<file path="src/rtl/muldiv_ctrl_if.sv">
// muldiv_ctrl_if: pipeline <-> multiply/divide unit bundle.
// Request, HI/LO read port and status lines.
interface muldiv_ctrl_if #(
  parameter int WIDTH = 32
);
  logic             start;
  logic             mul0_div1_sel;
  logic [WIDTH-1:0] opa;
  logic [WIDTH-1:0] opb;
  logic             hilo_rd;
  logic             hi0_lo1_sel;
  logic [WIDTH-1:0] hilo_out;
  logic             busy;
  logic             stall;
  logic             done;
  logic             div_by_zero;

  modport master (
    output start,
    output mul0_div1_sel,
    output opa,
    output opb,
    output hilo_rd,
    output hi0_lo1_sel,
    input  hilo_out,
    input  busy,
    input  stall,
    input  done,
    input  div_by_zero
  );

  modport slave (
    input  start,
    input  mul0_div1_sel,
    input  opa,
    input  opb,
    input  hilo_rd,
    input  hi0_lo1_sel,
    output hilo_out,
    output busy,
    output stall,
    output done,
    output div_by_zero
  );
endinterface

</file>
<file path="src/rtl/muldiv_ctrl.sv">
// muldiv_ctrl: iterative unsigned multiply/divide with HI/LO
// result registers and pipeline stall generation.
module muldiv_ctrl #(
  parameter int WIDTH = 32
) (
  input logic       clk,
  input logic       rst,
  muldiv_ctrl_if.slave bus
);

  localparam int CW = (WIDTH > 2) ? $clog2(WIDTH) : 1;
  localparam int AW = 2 * WIDTH;

  typedef enum logic {
    IDLE,
    RUN
  } state_e;

  state_e           state_q;
  state_e           state_d;
  logic [CW-1:0]    cnt_q;
  logic [CW-1:0]    cnt_d;
  logic [AW-1:0]    acc_q;
  logic [AW-1:0]    acc_d;
  logic [WIDTH-1:0] arg_q;
  logic [WIDTH-1:0] arg_d;
  logic             op_div_q;
  logic             op_div_d;
  logic             dz_q;
  logic             dz_d;
  logic [WIDTH-1:0] hi_q;
  logic [WIDTH-1:0] hi_d;
  logic [WIDTH-1:0] lo_q;
  logic [WIDTH-1:0] lo_d;
  logic             done_q;
  logic             done_d;
  logic             dbz_q;
  logic             dbz_d;

  // acc holds {partial, multiplier} or {remainder, quotient}
  logic [WIDTH:0]   mul_sum;
  logic [AW-1:0]    mul_next;
  logic [WIDTH:0]   div_shift;
  logic [WIDTH:0]   div_diff;
  logic [AW-1:0]    div_next;
  logic [AW-1:0]    step;

  always_comb begin
    mul_sum  = {1'b0, acc_q[AW-1:WIDTH]}
             + {1'b0, (acc_q[0] ? arg_q : '0)};
    mul_next = {mul_sum, acc_q[WIDTH-1:1]};
  end

  // Borrow out of the top bit means the trial subtract failed.
  always_comb begin
    div_shift = acc_q[AW-1:WIDTH-1];
    div_diff  = div_shift - {1'b0, arg_q};
    if (div_diff[WIDTH]) begin
      div_next = {div_shift[WIDTH-1:0],
                  acc_q[WIDTH-2:0], 1'b0};
    end else begin
      div_next = {div_diff[WIDTH-1:0],
                  acc_q[WIDTH-2:0], 1'b1};
    end
  end

  assign step = op_div_q ? div_next : mul_next;

  always_ff @(posedge clk) begin
    if (rst) begin
      state_q  <= IDLE;
      cnt_q    <= '0;
      acc_q    <= '0;
      arg_q    <= '0;
      op_div_q <= 1'b0;
      dz_q     <= 1'b0;
      hi_q     <= '0;
      lo_q     <= '0;
      done_q   <= 1'b0;
      dbz_q    <= 1'b0;
    end else begin
      state_q  <= state_d;
      cnt_q    <= cnt_d;
      acc_q    <= acc_d;
      arg_q    <= arg_d;
      op_div_q <= op_div_d;
      dz_q     <= dz_d;
      hi_q     <= hi_d;
      lo_q     <= lo_d;
      done_q   <= done_d;
      dbz_q    <= dbz_d;
    end
  end

  always_comb begin
    state_d  = state_q;
    cnt_d    = cnt_q;
    acc_d    = acc_q;
    arg_d    = arg_q;
    op_div_d = op_div_q;
    dz_d     = dz_q;
    hi_d     = hi_q;
    lo_d     = lo_q;
    done_d   = 1'b0;
    dbz_d    = dbz_q;
    unique case (1'b1)
      (state_q == IDLE): begin
        if (bus.start) begin
          state_d  = RUN;
          cnt_d    = CW'(WIDTH - 1);
          op_div_d = bus.mul0_div1_sel;
          dz_d     = bus.mul0_div1_sel
                   && (bus.opb == '0);
          dbz_d    = 1'b0;
          if (bus.mul0_div1_sel) begin
            arg_d = bus.opb;
            acc_d = {{WIDTH{1'b0}}, bus.opa};
          end else begin
            arg_d = bus.opa;
            acc_d = {{WIDTH{1'b0}}, bus.opb};
          end
        end
      end
      (state_q == RUN): begin
        acc_d = step;
        if (cnt_q == '0) begin
          state_d = IDLE;
          hi_d    = step[AW-1:WIDTH];
          lo_d    = step[WIDTH-1:0];
          done_d  = 1'b1;
          dbz_d   = dz_q;
        end else begin
          cnt_d = cnt_q - 1'b1;
        end
      end
      default: begin
        state_d = IDLE;
      end
    endcase
  end

  assign bus.busy        = (state_q == RUN);
  assign bus.stall       = bus.busy
                         & (bus.hilo_rd | bus.start);
  assign bus.done        = done_q;
  assign bus.div_by_zero = dbz_q;
  assign bus.hilo_out    = bus.hi0_lo1_sel ? lo_q : hi_q;

endmodule

</file>
<file path="src/flat_wrapper.sv">
// flat-port wrapper written by rule: the top's interface ports become plain ports
module muldiv_ctrl_flat 
#(
  parameter int WIDTH = 32
)
  (clk, rst, bus_start, bus_mul0_div1_sel, bus_opa, bus_opb, bus_hilo_rd, bus_hi0_lo1_sel, bus_hilo_out, bus_busy, bus_stall, bus_done, bus_div_by_zero);
  muldiv_ctrl_if #(.WIDTH(WIDTH)) bus_i ();
  input logic clk;
  input logic rst;
  input wire logic [$bits(bus_i.start)-1:0] bus_start;
  input wire logic [$bits(bus_i.mul0_div1_sel)-1:0] bus_mul0_div1_sel;
  input wire logic [$bits(bus_i.opa)-1:0] bus_opa;
  input wire logic [$bits(bus_i.opb)-1:0] bus_opb;
  input wire logic [$bits(bus_i.hilo_rd)-1:0] bus_hilo_rd;
  input wire logic [$bits(bus_i.hi0_lo1_sel)-1:0] bus_hi0_lo1_sel;
  output wire logic [$bits(bus_i.hilo_out)-1:0] bus_hilo_out;
  output wire logic [$bits(bus_i.busy)-1:0] bus_busy;
  output wire logic [$bits(bus_i.stall)-1:0] bus_stall;
  output wire logic [$bits(bus_i.done)-1:0] bus_done;
  output wire logic [$bits(bus_i.div_by_zero)-1:0] bus_div_by_zero;
  assign bus_i.start = bus_start;
  assign bus_i.mul0_div1_sel = bus_mul0_div1_sel;
  assign bus_i.opa = bus_opa;
  assign bus_i.opb = bus_opb;
  assign bus_i.hilo_rd = bus_hilo_rd;
  assign bus_i.hi0_lo1_sel = bus_hi0_lo1_sel;
  assign bus_hilo_out = bus_i.hilo_out;
  assign bus_busy = bus_i.busy;
  assign bus_stall = bus_i.stall;
  assign bus_done = bus_i.done;
  assign bus_div_by_zero = bus_i.div_by_zero;
  muldiv_ctrl #(.WIDTH(WIDTH)) u_core (.clk(clk), .rst(rst), .bus(bus_i));
endmodule
</file>
<file path="config.mk">
export PLATFORM = sky130hd
export DESIGN_NAME = muldiv_ctrl_flat
export DESIGN_NICKNAME = d
export VERILOG_FILES = /design/src/rtl/muldiv_ctrl_if.sv /design/src/rtl/muldiv_ctrl.sv /design/src/flat_wrapper.sv
export SDC_FILE = /design/constraint.sdc
export NUM_CORES = 1
export LEC_CHECK = 0
export CAP_MARGIN = 20
export CORE_UTILIZATION = 55
export DETAILED_ROUTE_END_ITERATION = 7
export HOLD_SLACK_MARGIN = 0.02
export PLACE_DENSITY = 0.81
export REMOVE_ABC_BUFFERS = 1
export SLEW_MARGIN = 10
export SYNTH_ARGS = -nofsm -noshare
export SYNTH_HDL_FRONTEND = slang
export SYNTH_SLANG_ARGS = --single-unit
</file>
<file path="constraint.sdc">
create_clock -name clk -period 4.1 [get_ports clk]
set_input_delay 0.615 -clock clk [delete_from_list [all_inputs] [get_ports clk]]
set_output_delay 0.615 -clock clk [all_outputs]
set_load 0.03 [all_outputs]
</file>
==> metrics.txt, run 1 <==
Vias/cell=~6.3; status=complete, no violations; total track usage=32.1%; FP Rows=53; RSZ-0062 raised after global routing=false; DR pass1 iterations=8; Fmax=0.253 GHz; Starting DRT DRC Count=889; Routed WL=35100 µm; multi-input logic area=just under 8000 µm²; power share of the sequential group=39.1%; Synth cell types=81; gr ovfl total=0; Die H=148 µm; Syn Std Cell Area=about 12000 µm²; Core Area=21000 µm²; FF/Latch Area=3410 µm²; Antenna Nets Post-Route=0; crit path max fanout=29; Syn Inst Count=between 1000 and 1500; VDD IR max=285 µV; Clock transition at path regs=0.08 ns; hold buffers post-CTS=0; register area share after synthesis=28.8%; n_diodes=0; CP most frequent cell=o211ai_1; Main synth FF type=dfxtp_1; initial antenna violation count=0; num ports=106; Filler Cell Count=1707; P&R area growth vs syn=14.9%; largest net degree at the start of global routing=73; power share of the clock group=32.7%; Crit path required time=4.44 ns; leading area contributor after synthesis=dfxtp_1; Num CTS Buffers=17; worst rel slew slack=around 36%; postcts setup bufs=0; Initial Utilization=56.2%; global-route wire length before repair=around 55000 µm; number of synthesized flops with an enable pin=0; count of nets after finishing=around 1600; Worst Setup Start Kind=register; CTS root buffer=clkbuf_16; Hold Path Class=in -> reg; number of global-route vias before repair=10200; Final setup viols=0; CTS resizes=0; clk buf depth=2; hpwl dp=25100 µm; P_leak=5.60 nW; Final Slew Violations=0; hold_ws=0.446 ns; Die W=about 150 µm; pwr dens=360 nW/µm²; Max stage delay on crit path=around 0.7 ns; switching share of power=35.1%; Clk Latency, worst-skew pair=0.44 ns; maxcap violations=0; Slew @ Worst Pin=slightly below 1 ns; period utilization=96.5%; vias post-DR=11100; critical path, cell by cell=buf_4 > and2_1 > ha_1 > o211ai_1 > o211ai_1 > o211ai_1 > a2111oi_0 > o31ai_1 > a31oi_1 > o22ai_1 > xnor2_1 > nand2_1 > a22o_1; DRC=0; final hold vios=0; combinational fraction of design power=28.2%; die area=22100 µm²; routability cong.=about 0.95; Worst Setup End Kind=register; clk_skew=0.0144 ns; slowest CP cell=a2111oi_0; layout cell share with drive strength beyond 1=9.35%; reg-to-reg startpoint=u_core.acc_q[0]; Hold Path Origin=rst; Final min period=about 4.0 ns; H-tree levels=4; FFs w/ async S/R, synth=0%; CTS tree=done; Worst EP arrival=4.30 ns; P_int=3.17 mW; critical path class=reg -> reg; mean area per synthesized cell=8.30 µm²; Syn. warnings=0; switching pwr=around 1.7 mW; Util after Layout=64.5%; Yosys top cell area share=between 20% and 30%; clock sink count=170; I/O Buffers=105; crit path from=u_core.acc_q[0]; FF+latch count, synth=170; Area contributors post-synth=dfxtp_1 29%, mux2i_1 9.2%, a211oi_1 9.0%, ha_1 7.0%, nor2_1 4.9%; drt wl/cell=roughly 20 µm
power groups by stage:
stage | registers, mW | logic [mW] | clock network [mW]
5_1_grt | 1.92 | 1.50 | 1.68
3_5_place_dp | 1.94 | 1.34 | 0
6_report | 1.91 | 1.38 | 1.60
2_1_floorplan | 1.91 | 0.899 | 0
4_1_cts | 1.90 | 1.36 | 1.61
3_3_place_gp | 1.93 | 1.32 | 0
cells in the final DEF, fill, tap and decap left out, drive strengths merged, types with 57 or more instances in the layout:
| cell type | instances |
|---|---|
| ha | 66 |
| nor2 | 154 |
| a21oi | 100 |
| nand2 | 81 |
| o21ai | 85 |
| dfxtp | 170 |
| inv | 57 |
| mux2i | 108 |
| a211oi | 143 |
| clkdlybuf4s50 | 103 |
path summary, 6_finish.rpt:
check / cells after the start / slack, ns / endpoint
setup / recovery: 13 / 0.14 / u_core.acc_q[60]
hold / removal: 2 / 0.45 / u_core.cnt_q[4]
setup reg to reg: 13 / 0.14 / u_core.acc_q[60]
hold reg to reg: 2 / 0.46 / u_core.bus.div_by_zero
cell usage after synthesis (6+ instances only):
cell and count:
nand3_1 11, clkbuf_1 79, a21oi_1 100, a211oi_1 142, nor2_1 154, xor2_1 28
nand2_1 81, nand4_1 11, nor2b_1 6, nor4_1 9, dfxtp_1 170, a21o_1 27
buf_1 8, o21a_1 13, a31oi_1 8, xnor2_1 28, inv_1 49, nor3_1 18
o211ai_1 19, and3_1 9, a22o_1 9, mux2_2 48, o21ai_0 83, mux2i_1 108
nand2b_1 10, and2_1 36, ha_1 66
metal layers:
layer  GRT usage [%]  wire length, µm  vias to the layer above
li1                -                -                     5329
met1            47.0            15900                     5225
met2            48.7            15400                      496
met3            4.29             3110                       58
met4            9.02              726                        0
met5               0                0                        -
area by class of cell:
| type | instances | share of cell area (%) |
|---|---|---|
| Timing Repair Buffer | 130 | 9.19 |
| Inverter | 50 | 1.38 |
| Sequential cell | 170 | 25.1 |
| Clock inverter | 14 | 1.17 |
| Multi-Input combinational cell | 1105 | 57.5 |
| Tap cell | 275 | 2.54 |
| Clock buffer | 17 | 3.14 |
sequential cells by signal, summed over array words and instances, names as in the netlist:
signal	count
u_core.bus.busy	1
u_core.lo_q	32
u_core.acc_q	64
u_core.cnt_q	5
u_core.bus.div_by_zero	1
u_core.bus.done	1
u_core.arg_q	32
u_core.op_div_q	1
u_core.dz_q	1
u_core.hi_q	32
per-stage QoR:
stage          instances  setup TNS [ns]  area, µm²  setup slack (ns)  power, mW
2_1_floorplan       1325          -17.52      11400            -0.441       2.81
3_3_place_gp        1730               0      13000             0.446       3.26
3_5_place_dp        1730               0      13000             0.353       3.28
4_1_cts             1761               0      13600             0.332       4.87
5_1_grt             1761               0      13600           0.00575       5.10
6_report            1761               0      13600             0.142       4.89
cell families (layout without fill, tap and decap cells):
kind of cell	count (synthesis)	after routing	synth area share, %
compound gates	458	458	26.1
xor+xnor	57	57	4.29
fa+ha+maj	68	68	7.34
buf+inv	148	211	5.34
flops	170	170	28.8
mux	156	156	13.7
simple gates	366	366	14.3
worst max-delay path: cells and delay by family, from the launching register on:
family	cells	cell delay (ns)
compound gates	8	2.42
fa+ha+maj	1	0.37
flops	1	0.35
simple gates	2	0.26
buf+inv	1	0.23
xor+xnor	1	0.22
No activity file was read; power rests on OpenSTA's default activity.
==> run 2, diff against run 1 <==
--- a/config.mk
+++ b/config.mk
@@ -9,7 +9,7 @@
 export CORE_UTILIZATION = 55
 export DETAILED_ROUTE_END_ITERATION = 7
 export HOLD_SLACK_MARGIN = 0.02
-export PLACE_DENSITY = 0.81
+export PLACE_DENSITY = 0.87
 export REMOVE_ABC_BUFFERS = 1
 export SLEW_MARGIN = 10
 export SYNTH_ARGS = -nofsm -noshare
==> run 2 against run 1 <==
Setup slack improved by 0.22 ns. Hold slack improved by 0.012 ns. Maximum frequency rose by 6.0%. Sequential power barely moved. First-iteration DRC count rose by 15%. Critical path type unchanged. Critical endpoint is now u_core.hi_q[29].
==> metrics.txt, run 2 (synthesis gave the netlist of run 1 again) <==
Initial Utilization=56.2% (unchanged); hold buffers post-CTS=0 (unchanged); Core Area=21000 µm² (unchanged); CTS root buffer=clkbuf_16; cells on worst reg2reg path=13 (unchanged); Crit path required time=4.42 ns (-0.02 ns); n_diodes=0 (unchanged); Worst R2R End=u_core.hi_q[29]; reg-to-reg startpoint=u_core.arg_q[0]; Final min period=3.73 ns (-0.224 ns); max FFs per register=64 (unchanged); most common cell after layout, fill and taps aside=dfxtp_1; Starting DRT DRC Count=1019 (+15%); slowest CP cell=fa_1; clk buf depth=2 (unchanged); maxcap violations=0 (unchanged); global-route wire length before repair=55000 µm (-0.87%); status=complete, no violations; Max stage delay on crit path=0.44 ns (-0.25 ns); gr ovfl total=0 (unchanged); critical path class=reg -> reg; Die W=148 µm (unchanged); postcts setup bufs=0 (unchanged); Util after Layout=64.4% (-0.095 points); hold_ws=0.458 ns (+0.0121 ns); Hold Path Origin=u_core.lo_q[0]; H-tree levels=4 (unchanged); initial antenna violation count=1 (+1); drt wl/cell=19.6 µm (-1.5%); number of global-route vias before repair=10400 (+2.0%); RSZ-0062 raised after global routing=false; Vias/cell=6.39 (+1.3%); Min-Delay Path Depth=2 (unchanged); VDD IR max=290 µV (+1.9%); routability cong.=0.990 (+4.7%); Clock transition at path regs=0.08 ns (about the same); CTS tree=done; P&R area growth vs syn=14.8%; flop-to-flop setup slack=0.37 ns (+0.22 ns); Hold Path Class=reg -> reg; Final setup viols=0 (unchanged); count of nets after finishing=1608 (-0.25%); Largest Register=u_core.acc_q; dpl ws=0.445 ns (+0.0921 ns); Slew @ Worst Pin=0.814 ns (-0.150 ns); Filler Cell Count=1656 (-3.0%); vias post-DR=11200 (+1.1%); total track usage=31.7% (-0.42 points); Antenna Nets Post-Route=0 (unchanged); Fmax=0.268 GHz (+6.0%); Worst EP arrival=4.05 ns (-0.25 ns); clk_skew=0.0204 ns (+0.00596 ns); crit path max fanout=4 (-86%); Worst Setup End Kind=register; die area=22100 µm² (unchanged); worst rel slew slack=45.7% (+10 points); worst setup margin=0.367 ns (+0.224 ns); Final Slew Violations=0 (unchanged); pwr dens=360 nW/µm² (about the same); DR pass1 iterations=5 (-3); Routed WL=34500 µm (-1.7%); Worst Setup Start Kind=register; P_leak=5.59 nW (-0.20%); layout cell share with drive strength beyond 1=9.10% (-0.25 points); DRC=0 (unchanged); FP Rows=53 (unchanged); hpwl dp=24900 µm (-0.65%); final hold vios=0 (unchanged); I/O Buffers=105 (unchanged); critical path, cell by cell=and2_1 > ha_1 > fa_1 > a21o_1 > a221oi_2 > o221a_2 > o21ai_2 > or3_4 > a311oi_4 > o311ai_1 > xor2_1 > a211oi_2 > a21oi_1; Num CTS Buffers=17 (unchanged); Clk Latency, worst-skew pair=0.45 ns (about the same); CTS resizes=0 (unchanged); commonest non-fill, non-tap cells in the layout=168 x dfxtp_1, 153 x nor2_1, 142 x a211oi_1, 108 x mux2i_1, 103 x clkdlybuf4s50_1; num ports=106 (unchanged); Die H=148 µm (unchanged); crit path from=u_core.arg_q[0]; clock sink count=170 (unchanged); period utilization=91.1% (-5.5 points); largest net degree at the start of global routing=76 (+4.1%); Hold Crit Endpoint=u_core.lo_q[0]
==> run 2: how the worst max path moves through the flow <==
| stage | endpoint | slack [ns] |
|---|---|---|
| floorplan | u_core.cnt_q[0] | -0.44 |
| global placement | u_core.acc_q[61] | 0.48 |
| detailed placement | u_core.acc_q[59] | 0.44 |
| CTS | u_core.hi_q[29] | 0.41 |
| global route | u_core.hi_q[16] | 0.22 |
| finish | u_core.hi_q[29] | 0.37 |
==> run 2: through the flow <==
step	cell area [µm²]	setup TNS, ns	power (mW)	std cells
4_1_cts	13500	0	4.85	1758
3_3_place_gp	13000	0	3.24	1726
3_5_place_dp	13000	0	3.27	1726
5_1_grt	13500	0	5.09	1758
2_1_floorplan	11400	-17.52	2.81	1325
6_report	13500	0	4.88	1758
==> run 2: layout make-up <==
type | instances | area, µm² | area share [%]
Tap cell | 275 | 344 | 2.54
Timing Repair Buffer | 126 | 1230 | 9.07
Clock inverter | 14 | 153 | 1.13
Inverter | 50 | 188 | 1.39
Clock buffer | 18 | 429 | 3.17
Sequential cell | 170 | 3410 | 25.2
Multi-Input combinational cell | 1105 | 7800 | 57.6
==> run 2: worst max-delay path: cells and delay by family (launching register included) <==
family	cells	cell delay (ns)
xor gates and xnor gates	1	0.17
AOI/OAI and AO/OA	8	1.90
and+or+nand+nor	2	0.56
adders and majority gates	2	0.66
DFF	1	0.33
==> run 2: layer usage <==
layer	vias up	part of all wire (%)	track usage (%)
li1	5314	-	-
met1	5319	44	44.3
met2	530	44	46.9
met3	70	8.8	6.60
met4	2	3.5	13.3
met5	-	0.038	0
==> run 2: power breakdown <==
part	leakage [nW]	switching, mW	total (mW)	internal, mW
Clock	0.285	0.783	1.60	0.816
Combinational	3.91	0.790	1.37	0.580
Sequential	1.39	0.137	1.91	1.78
==> run 3, diff against run 2 <==
--- a/config.mk
+++ b/config.mk
@@ -11,7 +11,6 @@
 export HOLD_SLACK_MARGIN = 0.02
 export PLACE_DENSITY = 0.87
 export REMOVE_ABC_BUFFERS = 1
-export SLEW_MARGIN = 10
 export SYNTH_ARGS = -nofsm -noshare
 export SYNTH_HDL_FRONTEND = slang
 export SYNTH_SLANG_ARGS = --single-unit
==> results of run 3 <==
No change in the layout: final DEF, timing and power equal those of run 2.
==> RTL edit 1: new RTL, config.mk and constraints of run 2 <==
Take the reset off `hi_q` and load it in a clocked block of its own.
--- a/src/rtl/muldiv_ctrl.sv
+++ b/src/rtl/muldiv_ctrl.sv
@@ -76,3 +76,2 @@
       dz_q     <= 1'b0;
-      hi_q     <= '0;
       lo_q     <= '0;
@@ -87,3 +86,2 @@
       dz_q     <= dz_d;
-      hi_q     <= hi_d;
       lo_q     <= lo_d;
@@ -92,2 +90,6 @@
     end
+  end
+
+  always_ff @(posedge clk) begin
+    hi_q <= hi_d;
   end
Formal check against the unedited RTL: no difference found for any inputs over 10 cycles, from zero or initial values and one cycle with rst high; that may be too few to reach the edited logic, so the function may still have changed.
==> RTL edit 1 against run 2 <==
Largest power group unchanged. Area after synthesis is 5.0% higher. Clock skew is 8.7 ps lower. Cell count up 2.4%. Setup slack improved by 88 ps. Clock power up 5%. Highest routed layer unchanged. Power is 1.4% higher. The flow now finishes with violations (design-rule violations). Sequential share of layout area up 1.1 points. Sequential cell count is the same. Wire length is 12% higher. Global-route usage grew 1.4 points. Design area grew 5.0%. Synthesized cell count rose by 2.0%.
==> RTL edit 1: results (changes against run 2) <==
\begin{tabular}{lr}
\hline
Metric & Value \\
\hline
\multicolumn{2}{l}{\textbf{Cells and area}} \\
Area used by multi-input combinational logic & 8080 um\^{}2 (+3.6\%) \\
FF/Latch Area & 3730 um\^{}2 (+9.4\%) \\
Number of clock buffers in the layout & 22 (+4) \\
Non-CTS buffers & 132 (+4.8\%) \\
Multi-input gate count & 1133 (+2.5\%) \\
Layout Nets & 1646 (+2.4\%) \\
Share of final-layout standard cells stronger than drive strength 1 & 0.0947 (+0.00364) \\
Fraction of area in clock buffers and inverters & 0.0425 (-0.000464) \\
Count of non-CTS inverters in the layout & 54 (+8.0\%) \\
\multicolumn{2}{l}{\textbf{Placement}} \\
Estimated wirelength of the detail-placed design & 28.5 mm (+14\%) \\
Placer Congestion & 0.981 (-0.90\%) \\
\multicolumn{2}{l}{\textbf{Critical path}} \\
Register-to-Register Path Depth & 11 (-2) \\
R2R setup slack & 450 ps (+90 ps) \\
Crit Reg-Reg Startpoint & u\_core.acc\_q[0] \\
Largest fanout on the critical path & 19 (+15) \\
Crit path DAT & 3820 ps (-230 ps) \\
\multicolumn{2}{l}{\textbf{Global route}} \\
Vias in the first global route & 11367 (+9.7\%) \\
Number of antenna violations at the first check in global routing & 2 (+1) \\
GR met1 Demand/Resource & 0.404 (-0.0394) \\
Largest net degree at the start of global routing & 67 (-12\%) \\
Met3 capacity usage during global routing & 0.0516 (-0.0143) \\
Total global-route track usage & 0.331 (+0.0143) \\
\multicolumn{2}{l}{\textbf{Drt}} \\
WL met2 & 18.3 mm (+22\%) \\
Met1 WL & 15.7 mm (+3.5\%) \\
Violation count after the first detailed-route iteration & 1060 (+4.0\%) \\
Number of vias per cell after detailed routing & 6.53 (+2.2\%) \\
DRC violation count after routing & 14 (+14) \\
\multicolumn{2}{l}{\textbf{Run status}} \\
Violations in the final reports & design-rule violations \\
Status & finished with violations \\
\multicolumn{2}{l}{\textbf{Power and ir drop}} \\
Leakage & 0.00561 uW (+0.50\%) \\
Maximum vdd drop & 0.277 mV (-4.6\%) \\
\multicolumn{2}{l}{\textbf{Yosys}} \\
Adder-cell area share of the yosys netlist & 0.0699 (-0.00346) \\
XOR/XNOR share of the synthesized area & 0.0353 (-0.00758) \\
Synth cell count leaders & 166 x sky130\_fd\_sc\_hd\_\_nor2\_1, 138 x sky130\_fd\_sc\_hd\_\_dfxtp\_1, 126 x sky130\_fd\_sc\_hd\_\_mux2i\_1, 118 x sky130\_fd\_sc\_hd\_\_a211oi\_1, 98 x sky130\_fd\_sc\_hd\_\_nand2\_1 \\
Portion of netlist area occupied by mux cells & 0.145 (+0.00806) \\
\multicolumn{2}{l}{\textbf{Hold path}} \\
Startpoint of the tightest hold check path & u\_core.dz\_q \\
\multicolumn{2}{l}{\textbf{STA}} \\
Actual transition at the worst max-transition pin & 854 ps (+39.9 ps) \\
Setup skew after layout & 11.7 ps (-8.66 ps) \\
\hline
\end{tabular}
==> RTL edit 1: cell types whose count changed after synthesis, sizes merged, moves of 14 or more <==
cell	run 2	this run
dfxtp	170	138
edfxtp	0	32
a21oi	100	71
a211oi	143	119
mux2i	108	126
nand2	81	98
o21ai	85	68
clkbuf	84	70
==> RTL edit 1: power by group through the flow <==
stage | Clock (uW) | Sequential, uW | Combinational [uW]
3_3_place_gp | 0 | 1970 | 1270
3_5_place_dp | 0 | 1970 | 1300
6_report | 1680 | 1940 | 1330
4_1_cts | 1670 | 1940 | 1310
5_1_grt | 1730 | 1950 | 1430
2_1_floorplan | 0 | 1940 | 851
==> RTL edit 1: critical path, stage by stage, from the launching register on <==
cell	delay [ps]
sky130_fd_sc_hd__dfxtp_1	530
sky130_fd_sc_hd__and2_1	260
sky130_fd_sc_hd__ha_1	240
sky130_fd_sc_hd__fa_1	460
sky130_fd_sc_hd__a211oi_1	230
sky130_fd_sc_hd__nor2_1	150
sky130_fd_sc_hd__o21a_1	270
sky130_fd_sc_hd__a31oi_1	310
sky130_fd_sc_hd__a31oi_1	250
sky130_fd_sc_hd__a2111oi_0	450
sky130_fd_sc_hd__o21bai_1	190
sky130_fd_sc_hd__nor2_1	60
==> RTL edit 1: through the flow <==
step	instances	hold WS (ps)	power (uW)	instance area (um^2)	setup WS, ps
after floorplan	1357	426	2790	12000	-66.1
after global placement	1769	437	3240	13600	642
after detailed placement	1769	451	3270	13600	583
after CTS	1801	460	4920	14200	556
after global routing	1801	476	5110	14200	242
final	1801	458	4950	14200	455
==> RTL edit 1: worst paths after layout <==
kind                             to
max                 u_core.hi_q[31]
min          u_core.bus.div_by_zero
max reg2reg         u_core.hi_q[31]
min reg2reg  u_core.bus.div_by_zero
==> RTL edit 2: new RTL, config.mk and constraints of run 2 <==
Without the edit above. `WIDTH` is set to 32 in 3 places; all go to 16.
--- a/src/rtl/muldiv_ctrl_if.sv
+++ b/src/rtl/muldiv_ctrl_if.sv
@@ -3,3 +3,3 @@
 interface muldiv_ctrl_if #(
-  parameter int WIDTH = 32
+  parameter int WIDTH = 16
 );
--- a/src/rtl/muldiv_ctrl.sv
+++ b/src/rtl/muldiv_ctrl.sv
@@ -3,3 +3,3 @@
 module muldiv_ctrl #(
-  parameter int WIDTH = 32
+  parameter int WIDTH = 16
 ) (
--- a/src/flat_wrapper.sv
+++ b/src/flat_wrapper.sv
@@ -3,3 +3,3 @@
 #(
-  parameter int WIDTH = 32
+  parameter int WIDTH = 16
 )
Ports: changed (resized bus_hilo_out, bus_opa and bus_opb); port bits go from 106 to 58. The function was not compared with the original's and may differ.
==> RTL edit 2 against run 2 <==
Sequential cell count fell by 81. Non-clock buffer count decreased by 61. Critical path depth is 3 lower. Power shrank 54%. Setup slack better by 170 ps. Count of clock-buffer cells in the layout is 5 lower. Wire length is 54% lower. Area after synthesis decreased by 51%. Design area is 51% lower. Critical path type unchanged. Critical endpoint is now u_core.hi_q[14].
==> RTL edit 2: results (changes against run 2) <==
\begin{tabular}{lr}
\hline
Metric & Value \\
\hline
\multicolumn{2}{l}{\textbf{Run status}} \\
Status & complete, no violations \\
\multicolumn{2}{l}{\textbf{Yosys}} \\
Library cells used by synthesis & 58 (-28\%) \\
Post-Syn Instances & 689 (-52\%) \\
Leading cell types by total area after synthesis & sky130\_fd\_sc\_hd\_\_dfxtp\_1 31\%, sky130\_fd\_sc\_hd\_\_a211oi\_1 9.3\%, sky130\_fd\_sc\_hd\_\_mux2i\_1 9.1\%, sky130\_fd\_sc\_hd\_\_ha\_1 7.1\%, sky130\_fd\_sc\_hd\_\_nor2\_1 5.4\% \\
Sequential-to-total area share from yosys stat & 0.307 (+0.0182) \\
\multicolumn{2}{l}{\textbf{Critical path}} \\
Critical path's largest stage delay & 760 ps (+320 ps) \\
Crit path DAT & 3860 ps (-190 ps) \\
Slowest CP cell & sky130\_fd\_sc\_hd\_\_dfxtp\_1 \\
Largest fanout on the critical path & 18 (+14) \\
\multicolumn{2}{l}{\textbf{Global route}} \\
Number of antenna violations at the first check in global routing & 0 (-1) \\
Global-route wire length before repair & 25.9 mm (-53\%) \\
Total global-route track usage & 0.293 (-0.0235) \\
Largest net degree at the start of global routing & 66 (-13\%) \\
\multicolumn{2}{l}{\textbf{Drt}} \\
First-pass iteration count of the detailed router & 5 (unchanged) \\
Violation count after the first detailed-route iteration & 397 (-61\%) \\
Number of vias per cell after detailed routing & 6.44 (+0.84\%) \\
Routed length per instance & 18.6 um (-5.3\%) \\
\multicolumn{2}{l}{\textbf{Clock network}} \\
TritonCTS Buffers & 9 (-8) \\
\# H-tree levels & 3 (-1) \\
CTS root buf & sky130\_fd\_sc\_hd\_\_clkbuf\_8 \\
\multicolumn{2}{l}{\textbf{Placement}} \\
Estimated wirelength of the detail-placed design & 11.4 mm (-54\%) \\
IO Port Bufs & 57 (-46\%) \\
Placer Congestion & 0.849 (-14\%) \\
Setup WS pre-CTS & 665 ps (+220 ps) \\
\multicolumn{2}{l}{\textbf{Cells and area}} \\
Max reg flops & 32 (-50\%) \\
Share of final-layout standard cells stronger than drive strength 1 & 0.0799 (-0.0111) \\
Layout Nets & 794 (-51\%) \\
Final instance count without filler cells & 862 (-51\%) \\
\multicolumn{2}{l}{\textbf{STA}} \\
Actual transition at the worst max-transition pin & 974 ps (+161 ps) \\
Setup skew after layout & 10.2 ps (-10.2 ps) \\
\multicolumn{2}{l}{\textbf{Power and ir drop}} \\
Maximum vdd drop & 0.329 mV (+14\%) \\
Leakage & 0.00259 uW (-54\%) \\
\hline
\end{tabular}
RTL edit 2: report_power, final:
group	total (uW)	switching, uW	leakage (uW)	internal, uW
Clock	551	300	0.0000932	251
Combinational	702	405	0.00177	298
Sequential	1000	71.0	0.000730	929
Total	2250	776	0.00259	1480
RTL edit 2: kinds of logic after synthesis:
logic type | synth area share
compound gates | 0.244
xor+xnor | 0.0377
fa+ha+maj | 0.0779
buf+inv | 0.0495
flops | 0.307
mux | 0.132
simple gates | 0.152
RTL edit 2: cell type report:
| class | instances | area [um^2] | area share |
|---|---|---|---|
| flip-flops and latches | 89 | 1780 | 0.271 |
| clock inverters | 3 | 15.0 | 0.00228 |
| multi-input cells | 531 | 3750 | 0.569 |
| well taps | 136 | 170 | 0.0258 |
| clock buffers | 13 | 159 | 0.0241 |
| inverters | 25 | 93.8 | 0.0142 |
| repair buffers | 65 | 621 | 0.0942 |
RTL edit 2: metrics by stage:
step                       util  cell area [um^2]
final                     0.641              6590
after CTS                 0.641              6590
after global routing      0.641              6590
after global placement    0.624              6420
after floorplan               -              5620
after detailed placement  0.624              6420
RTL edit 2: worst register-to-register path: stages (launching register included):
cell	delay (ps)
sky130_fd_sc_hd__dfxtp_1	760
sky130_fd_sc_hd__and2_1	230
sky130_fd_sc_hd__ha_1	280
sky130_fd_sc_hd__a21oi_1	220
sky130_fd_sc_hd__nor2b_1	70
sky130_fd_sc_hd__a2111oi_0	640
sky130_fd_sc_hd__a211oi_1	170
sky130_fd_sc_hd__a211oi_1	460
sky130_fd_sc_hd__mux2i_1	300
sky130_fd_sc_hd__o221ai_1	170
sky130_fd_sc_hd__o22ai_1	190
RTL edit 2: worst paths after layout:
path | start | to | slack [ps] | depth (start not counted)
worst max-delay path | u_core.acc_q[0] | u_core.hi_q[14] | 530 | 10
worst min-delay path | u_core.dz_q | u_core.bus.div_by_zero | 460 | 2
worst max register to register | u_core.acc_q[0] | u_core.hi_q[14] | 530 | 10
worst min register to register | u_core.dz_q | u_core.bus.div_by_zero | 460 | 2
RTL edit 2: layer usage:
layer  GRT usage  part of all wire
met1       0.374              0.43
met2       0.491              0.47
met3      0.0368             0.065
met4       0.140             0.033
met5           0                 0
